<file path="src/rtl/fetch_unit.sv">
// Instruction fetch unit: issues sequential fetches, buffers responses in a
// 2-entry FIFO and hands them to the decoder with a valid/ready handshake.
module fetch_unit #(
  parameter logic [31:0] RESET_PC = 32'h0000_0000
) (
  input  logic        clk,
  input  logic        reset,
  output logic [31:0] mem_addr,
  output logic        mem_en,
  input  logic [31:0] mem_rdata,
  input  logic        redirect_valid,
  input  logic [31:0] redirect_pc,
  output logic        inst_valid,
  input  logic        inst_ready,
  output logic [31:0] inst_out,
  output logic [31:0] pc_out
);

  logic [31:0] fetch_pc_q, fetch_pc_d;
  logic [31:0] pc_mem_q [2];
  logic [31:0] pc_mem_d [2];
  logic [31:0] inst_mem_q [2];
  logic [31:0] inst_mem_d [2];
  logic        head_q, head_d;
  logic [1:0]  count_q, count_d;
  logic        inflight_q, inflight_d;
  logic        stale_q, stale_d;
  logic [31:0] inflight_pc_q, inflight_pc_d;

  logic        pop;
  logic        push;
  logic        issue;
  logic        tail;
  logic [2:0]  occupancy;
  logic        unused_lo;

  // Redirect targets are word aligned; the low bits carry no meaning.
  assign unused_lo = ^redirect_pc[1:0];

  // Handshake, issue decision and FIFO head outputs.
  always_comb begin
    inst_valid = (count_q != 2'd0);
    inst_out   = inst_mem_q[head_q];
    pc_out     = pc_mem_q[head_q];
    pop        = inst_valid & inst_ready;
    push       = inflight_q & ~stale_q;
    occupancy  = {1'b0, count_q} + {2'b00, inflight_q};
    issue      = ~reset & ~redirect_valid
               & ((occupancy < 3'd2) | pop);
    tail       = head_q ^ count_q[0];
    mem_addr   = fetch_pc_q;
    mem_en     = issue;
  end

  // Next-state: redirect flushes everything, otherwise push/pop/issue.
  always_comb begin
    fetch_pc_d    = fetch_pc_q;
    pc_mem_d      = pc_mem_q;
    inst_mem_d    = inst_mem_q;
    head_d        = head_q;
    count_d       = count_q;
    inflight_d    = 1'b0;
    stale_d       = 1'b0;
    inflight_pc_d = inflight_pc_q;
    if (redirect_valid) begin
      fetch_pc_d = {redirect_pc[31:2], 2'b00};
      count_d    = 2'd0;
      stale_d    = inflight_q;
    end else begin
      if (issue) begin
        fetch_pc_d    = fetch_pc_q + 32'd4;
        inflight_d    = 1'b1;
        inflight_pc_d = fetch_pc_q;
      end
      if (push) begin
        pc_mem_d[tail]   = inflight_pc_q;
        inst_mem_d[tail] = mem_rdata;
      end
      if (pop) begin
        head_d = ~head_q;
      end
      count_d = count_q + {1'b0, push} - {1'b0, pop};
    end
  end

  // State registers with synchronous reset.
  always_ff @(posedge clk) begin
    if (reset) begin
      fetch_pc_q    <= RESET_PC;
      pc_mem_q[0]   <= '0;
      pc_mem_q[1]   <= '0;
      inst_mem_q[0] <= '0;
      inst_mem_q[1] <= '0;
      head_q        <= 1'b0;
      count_q       <= 2'd0;
      inflight_q    <= 1'b0;
      stale_q       <= 1'b0;
      inflight_pc_q <= '0;
    end else begin
      fetch_pc_q    <= fetch_pc_d;
      pc_mem_q      <= pc_mem_d;
      inst_mem_q    <= inst_mem_d;
      head_q        <= head_d;
      count_q       <= count_d;
      inflight_q    <= inflight_d;
      stale_q       <= stale_d;
      inflight_pc_q <= inflight_pc_d;
    end
  end

endmodule

</file>
<file path="config.mk">
export PLATFORM = sky130hd
export DESIGN_NAME = fetch_unit
export DESIGN_NICKNAME = d
export VERILOG_FILES = /design/src/rtl/fetch_unit.sv
export SDC_FILE = /design/constraint.sdc
export NUM_CORES = 1
export LEC_CHECK = 0
export ABC_AREA = 1
export BUFFER_PORTS_ARGS = -buffer_cell sky130_fd_sc_hd__buf_2
export CORE_UTILIZATION = 59
export DETAILED_ROUTE_END_ITERATION = 12
export PLACE_DENSITY = 0.85
export SYNTH_ARGS = -nofsm -noshare
export SYNTH_HDL_FRONTEND = slang
export SYNTH_SLANG_ARGS = --single-unit
export TNS_END_PERCENT = 5
</file>
<file path="constraint.sdc">
create_clock -name clk -period 2.1 [get_ports clk]
set_input_delay 0 -clock clk [delete_from_list [all_inputs] [get_ports clk]]
set_output_delay 0 -clock clk [all_outputs]
set_load 0.005 [all_outputs]
</file>
After elaboration in Yosys (flattened, before gate mapping). Cells that the tools add are included.

Bits in registers: 197. Input port bits: 68. Output and inout bits: 98. Logic and storage cells: 52.

Add/sub/neg operators: 4. $lt $le $gt $ge: 4. Multiplexer cells: 13. Bitwise logic cells: 12. Reductions and logical operators: 8.

Operators by type and width (number): 2-to-1 mux 32 bit (9); bitwise mux 64 bit (2); adder 32 x 3 -> 32 bit (second input constant) (1); demux 32 bit (select 1 bit) (1); AND reduction 2 bit (3); bitwise AND 1 bit (4); greater-or-equal comparator 2 bit (second input constant) (2); NOT 1 bit (4); NOT 1 -> 2 bit (2); nonzero test 2 bit (2); OR reduction 2 bit (2); adder 2 x 1 -> 3 bit (1); < comparator 3 x 2 -> 1 bit (second input constant) (1); adder 2 x 1 -> 2 bit (1); < comparator 2 x 1 -> 1 bit (second input constant) (1); subtractor 2 x 1 -> 2 bit (1); logical AND 1 bit (1); 2-to-1 mux 1 bit (1); OR 1 bit (1); XOR 1 bit (1).

Logic depth before layout (Yosys ltp).
Word-level depth: 7. Depth in mapped cells: 11. Gate-level depth less buffers: 10.

Worst setup path after synthesis. No wires, ideal clock.

Path kind: register to register. Start point: reg count_q[0]. End point: reg count_q[1]. Library setup time: 0.070 ns. Arrival time: 1.388 ns. Required time: 2.030 ns. Slack: 0.643 ns. Cell stages (with the launch flop): 8. Buffers on the path: 0. Clock period less this slack: 1.457 ns. Cells stage by stage: dfxtp_1 > inv_1 > a21oi_1 > ha_1 > inv_1 > ha_1 > or2_2 > a21oi_1.

Word-level cells in the longest chain between the ends: 3. Elaborated cells on any way between the ends: 4. Those cells by class: add/sub: 2; bitwise: 1; reduce/logical: 1.

RTL lines: from (decl) (RTL line 25) `logic [1:0] count_q, count_d;`; from (signal assigned) (RTL line 104) `count_q <= count_d;`; parallel branches: the longest is 2 deep, another holds adder 2 x 1 -> 2 bit; subtractor 2 x 1 -> 2 bit * (RTL line 82) `count_d = count_q + {1'b0, push} - {1'b0, pop};`.

Every way passes the cells marked *. A chain may end at the register's enable or synchronous reset.

Worst setup path in the final report.
Start point: reg fetch_pc_q[2], in the netlist mem_addr[2]. End point: reg fetch_pc_q[30], in the netlist mem_addr[30].

Word-level cells in the longest chain between the ends: 3.

RTL lines: from (decl) (RTL line 19) `logic [31:0] fetch_pc_q, fetch_pc_d;`; from (signal assigned) (RTL line 100) `fetch_pc_q <= fetch_pc_d;`; adder 32 x 3 -> 32 bit (RTL line 71) `fetch_pc_d = fetch_pc_q + 32'd4;`; 2-to-1 mux 32 bit (RTL line 70) `if (issue) begin`; 2-to-1 mux 32 bit (RTL line 65) `if (redirect_valid) begin`.

No other way between the ends. The select of a mux whose other input is x is not followed.

==> results_dict.tcl <==
set metrics [dict create \
    clock_latency_ns 0.43 \
    synth_cells 1241 \
    cts_tree "yes" \
    power.leakage_nw 4.94 \
    drv_slew 0 \
    r2r_slack_ns 0.27 \
    grt_util_all_layers_pct 30.6 \
    synthArstFlopShare_pct 0 \
    place_congestion 0.919 \
    root_buffer "clkbuf_16" \
    finalSetupViolCount 0 \
    critical_path_class "flop to flop" \
    multi_input_area_um2 3890 \
    ant_nets 0 \
    cp-end-kind "flop" \
    wl_um 22500 \
    setup-tns-final_ns 0 \
    crit_path_start_kind "flop" \
    synthesis.area_um2 8420 \
    status "completed" \
    vias_per_cell 5.36 \
    min_period_over_period_pct 87.3 \
    p_comb_share_pct 10.8 \
    cts_buffers 17 \
    r2r_cells 10 \
    period_needed_ns 1.83 \
    coreArea_um2 13900 \
    die_h_um 121 \
    critical_path_arrival_ns 2.16 \
    p_int_mw 6.20 \
    ys_top_cells_by_count "nand2_1, nor2_1, dfxtp_1" \
    num_rows 43 \
    area_growth_pct 25.5 \
    synth-main-ff-cell "dfxtp_1" \
    num-fill-cells 1029 \
    rsz0062_at_grt "no" \
    ir_drop_v 0.000573 \
    cts_buffer_depth 2 \
    synth_area_leader_cell "dfxtp_1" \
    grt_max_degree 158 \
    cts_setup_buffers 0 \
    dp.cells 1522 \
    r2r_end "mem_addr[30]" \
    syn_avg_cell_area_um2 6.79 \
    worstHoldStart "redirect_pc[9]" \
    yosysSeqAreaShare_pct 44.9 \
    tightest_slew_ns 0.655 \
    synth-edff-count 0 \
    fin_skew_ns 0.00754 \
    die_area_um2 14800 \
    ys_warn_count 0 \
    fin_nets 1497 \
    whs_path_depth 4 \
    r2r-start "mem_addr[2]" \
    wl_per_cell_um 13.9 \
    dp_hpwl_um 13400 \
    power_frac_clock_pct 42.2 \
    seq_area_um2 3780 \
    synth.top_cell.area_share_pct 44.9 \
    ys_seq_elements 189 \
    p_per_area_nw_per_um2 778 \
    power_switching_mw 2.02 \
    clk_pin_slew_ns 0.07 \
    yosysMostFrequentCell "nand2_1" \
    start_util_pct 60.7 \
    cp.required_ns 2.42 \
    gr-total-overflow 0 \
    pwr-share-seq_pct 47.0 \
    htreeDepth 4 \
    finalNonFillerCells 1619 \
    cp_max_fo 8 \
    slew_headroom_pct 56.3 \
    hold_viol_final 0 \
    drc 0 \
    firstDrtPassIters 5 \
    yosysUniqueCellTypes 36 \
    place.port_buffers 159 \
    vias 8676 \
    fmax_mhz 546 \
    antenna_found_initial 0 \
    antennaDiodeCount 0 \
    first_global_vias 7598 \
    die_width_um 121 \
    clkSinkCount 189 \
    hold_end "mem_addr[9]" \
    grt_first_pass_wirelength_um 36100 \
    dr.first_iter.drc_count 880 \
    io_pins 166 \
    drv_cap 0 \
    min_path_type "input pin to flop" \
    synth.top_cells.by_area "dfxtp_1, nand2_1, nor2_1" \
    swShare_pct 24.5 \
    drive_gt1_share_pct 15.6 \
]
==> layout by cell type, fill, tap and decap left out, types with 3 or more instances in the layout <==
master,instances
inv_2,4
xor2_1,3
nand3_1,55
conb_1,4
a211oi_1,8
nand2_1,323
nand3b_1,8
ha_1,3
nand2_2,3
nor2_1,200
clkbuf_16,17
clkinv_4,3
buf_2,159
inv_1,96
dfxtp_1,188
buf_4,10
dlygate4sd3_1,65
a21oi_1,80
bufinv_16,4
buf_12,6
o21ai_1,39
nand4_1,8
o21ai_0,122
==> registers in the layout, indices dropped and copies added (netlist names) <==
name           count
inst_mem_q        64
pc_mem_q          60
inflight_pc_q     30
mem_addr          30
count_q            2
head_q             1
inflight_q         1
stale_q            1
==> layer usage <==
layer  track usage (%)  part of all wire, %  up-vias
met4              9.95                  1.4        0
met2              50.7                   47      384
li1                  -                    -     4329
met5                 0                    0        -
met3              4.93                  8.4       28
met1              40.4                   43     3935
==> cells by family (layout without fill, tap and decap cells) <==
kind of cell | Yosys count | after routing | share of synthesized area (%)
simple gates | 605 | 605 | 28.8
xor+xnor | 6 | 6 | 0.847
other cells | 1 | 4 | 0.0445
fa+ha+maj | 3 | 3 | 0.446
compound gates | 259 | 259 | 15.9
buf+inv | 178 | 373 | 8.99
flops | 189 | 189 | 44.9
==> repair_timing <==
action                                 CTS  global route
resized for setup                        0             0
endpoints found under the hold margin   97             0
hold buffers                            65             0
==> cell type report <==
type,count,share of cell area (%)
Timing Repair Buffer,240,15.5
Clock buffer,20,4.32
Inverter,101,3.60
Clock inverter,12,1.74
Multi-Input combinational cell,877,36.8
Tap cell,180,2.13
Sequential cell,189,35.8
==> stage by stage <==
step / total power [mW] / cell area (um2) / hold slack (ns) / utilization [%] / setup WS (ns)
3_3_place_gp: 4.68 / 9270 / 0.203 / 66.8 / 0.402
3_5_place_dp: 4.70 / 9270 / 0.206 / 66.8 / 0.351
4_1_cts: 8.22 / 10600 / 0.299 / 76.1 / 0.344
5_1_grt: 8.54 / 10600 / 0.342 / 76.1 / 0.141
2_1_floorplan: 4.40 / 8430 / 0.110 / - / 0.643
6_report: 8.22 / 10600 / 0.346 / 76.1 / 0.267
==> how the worst max path moves through the flow <==
stage	startpoint	to	slack [ns]	depth (start not counted)
floorplan	count_q[0]	count_q[1]	0.64	7
global placement	mem_addr[3]	mem_addr[22]	0.40	10
detailed placement	mem_addr[3]	mem_addr[30]	0.35	10
CTS	mem_addr[3]	mem_addr[30]	0.34	10
global route	count_q[0]	mem_addr[6]	0.14	10
finish	mem_addr[2]	mem_addr[30]	0.27	10
==> power groups by stage <==
stage               Sequential (mW)  Combinational (mW)  Clock, mW
global route                   3.88               0.990       3.67
global placement               3.93               0.750          0
finish                         3.86               0.889       3.47
floorplan                      3.91               0.489          0
detailed placement             3.93               0.768          0
CTS                            3.85               0.867       3.49
==> critical path: stages (launching register included) <==
cell      delay [ns]
dfxtp_1         0.39
ha_1            0.21
nand2_1         0.08
nor2_1          0.12
nand2_1         0.21
nor2_2          0.36
nand2_1         0.09
nand2_1         0.07
nand3b_1        0.07
nand2_1         0.07
inv_1           0.06
No activity file was read; power rests on OpenSTA's default activity.
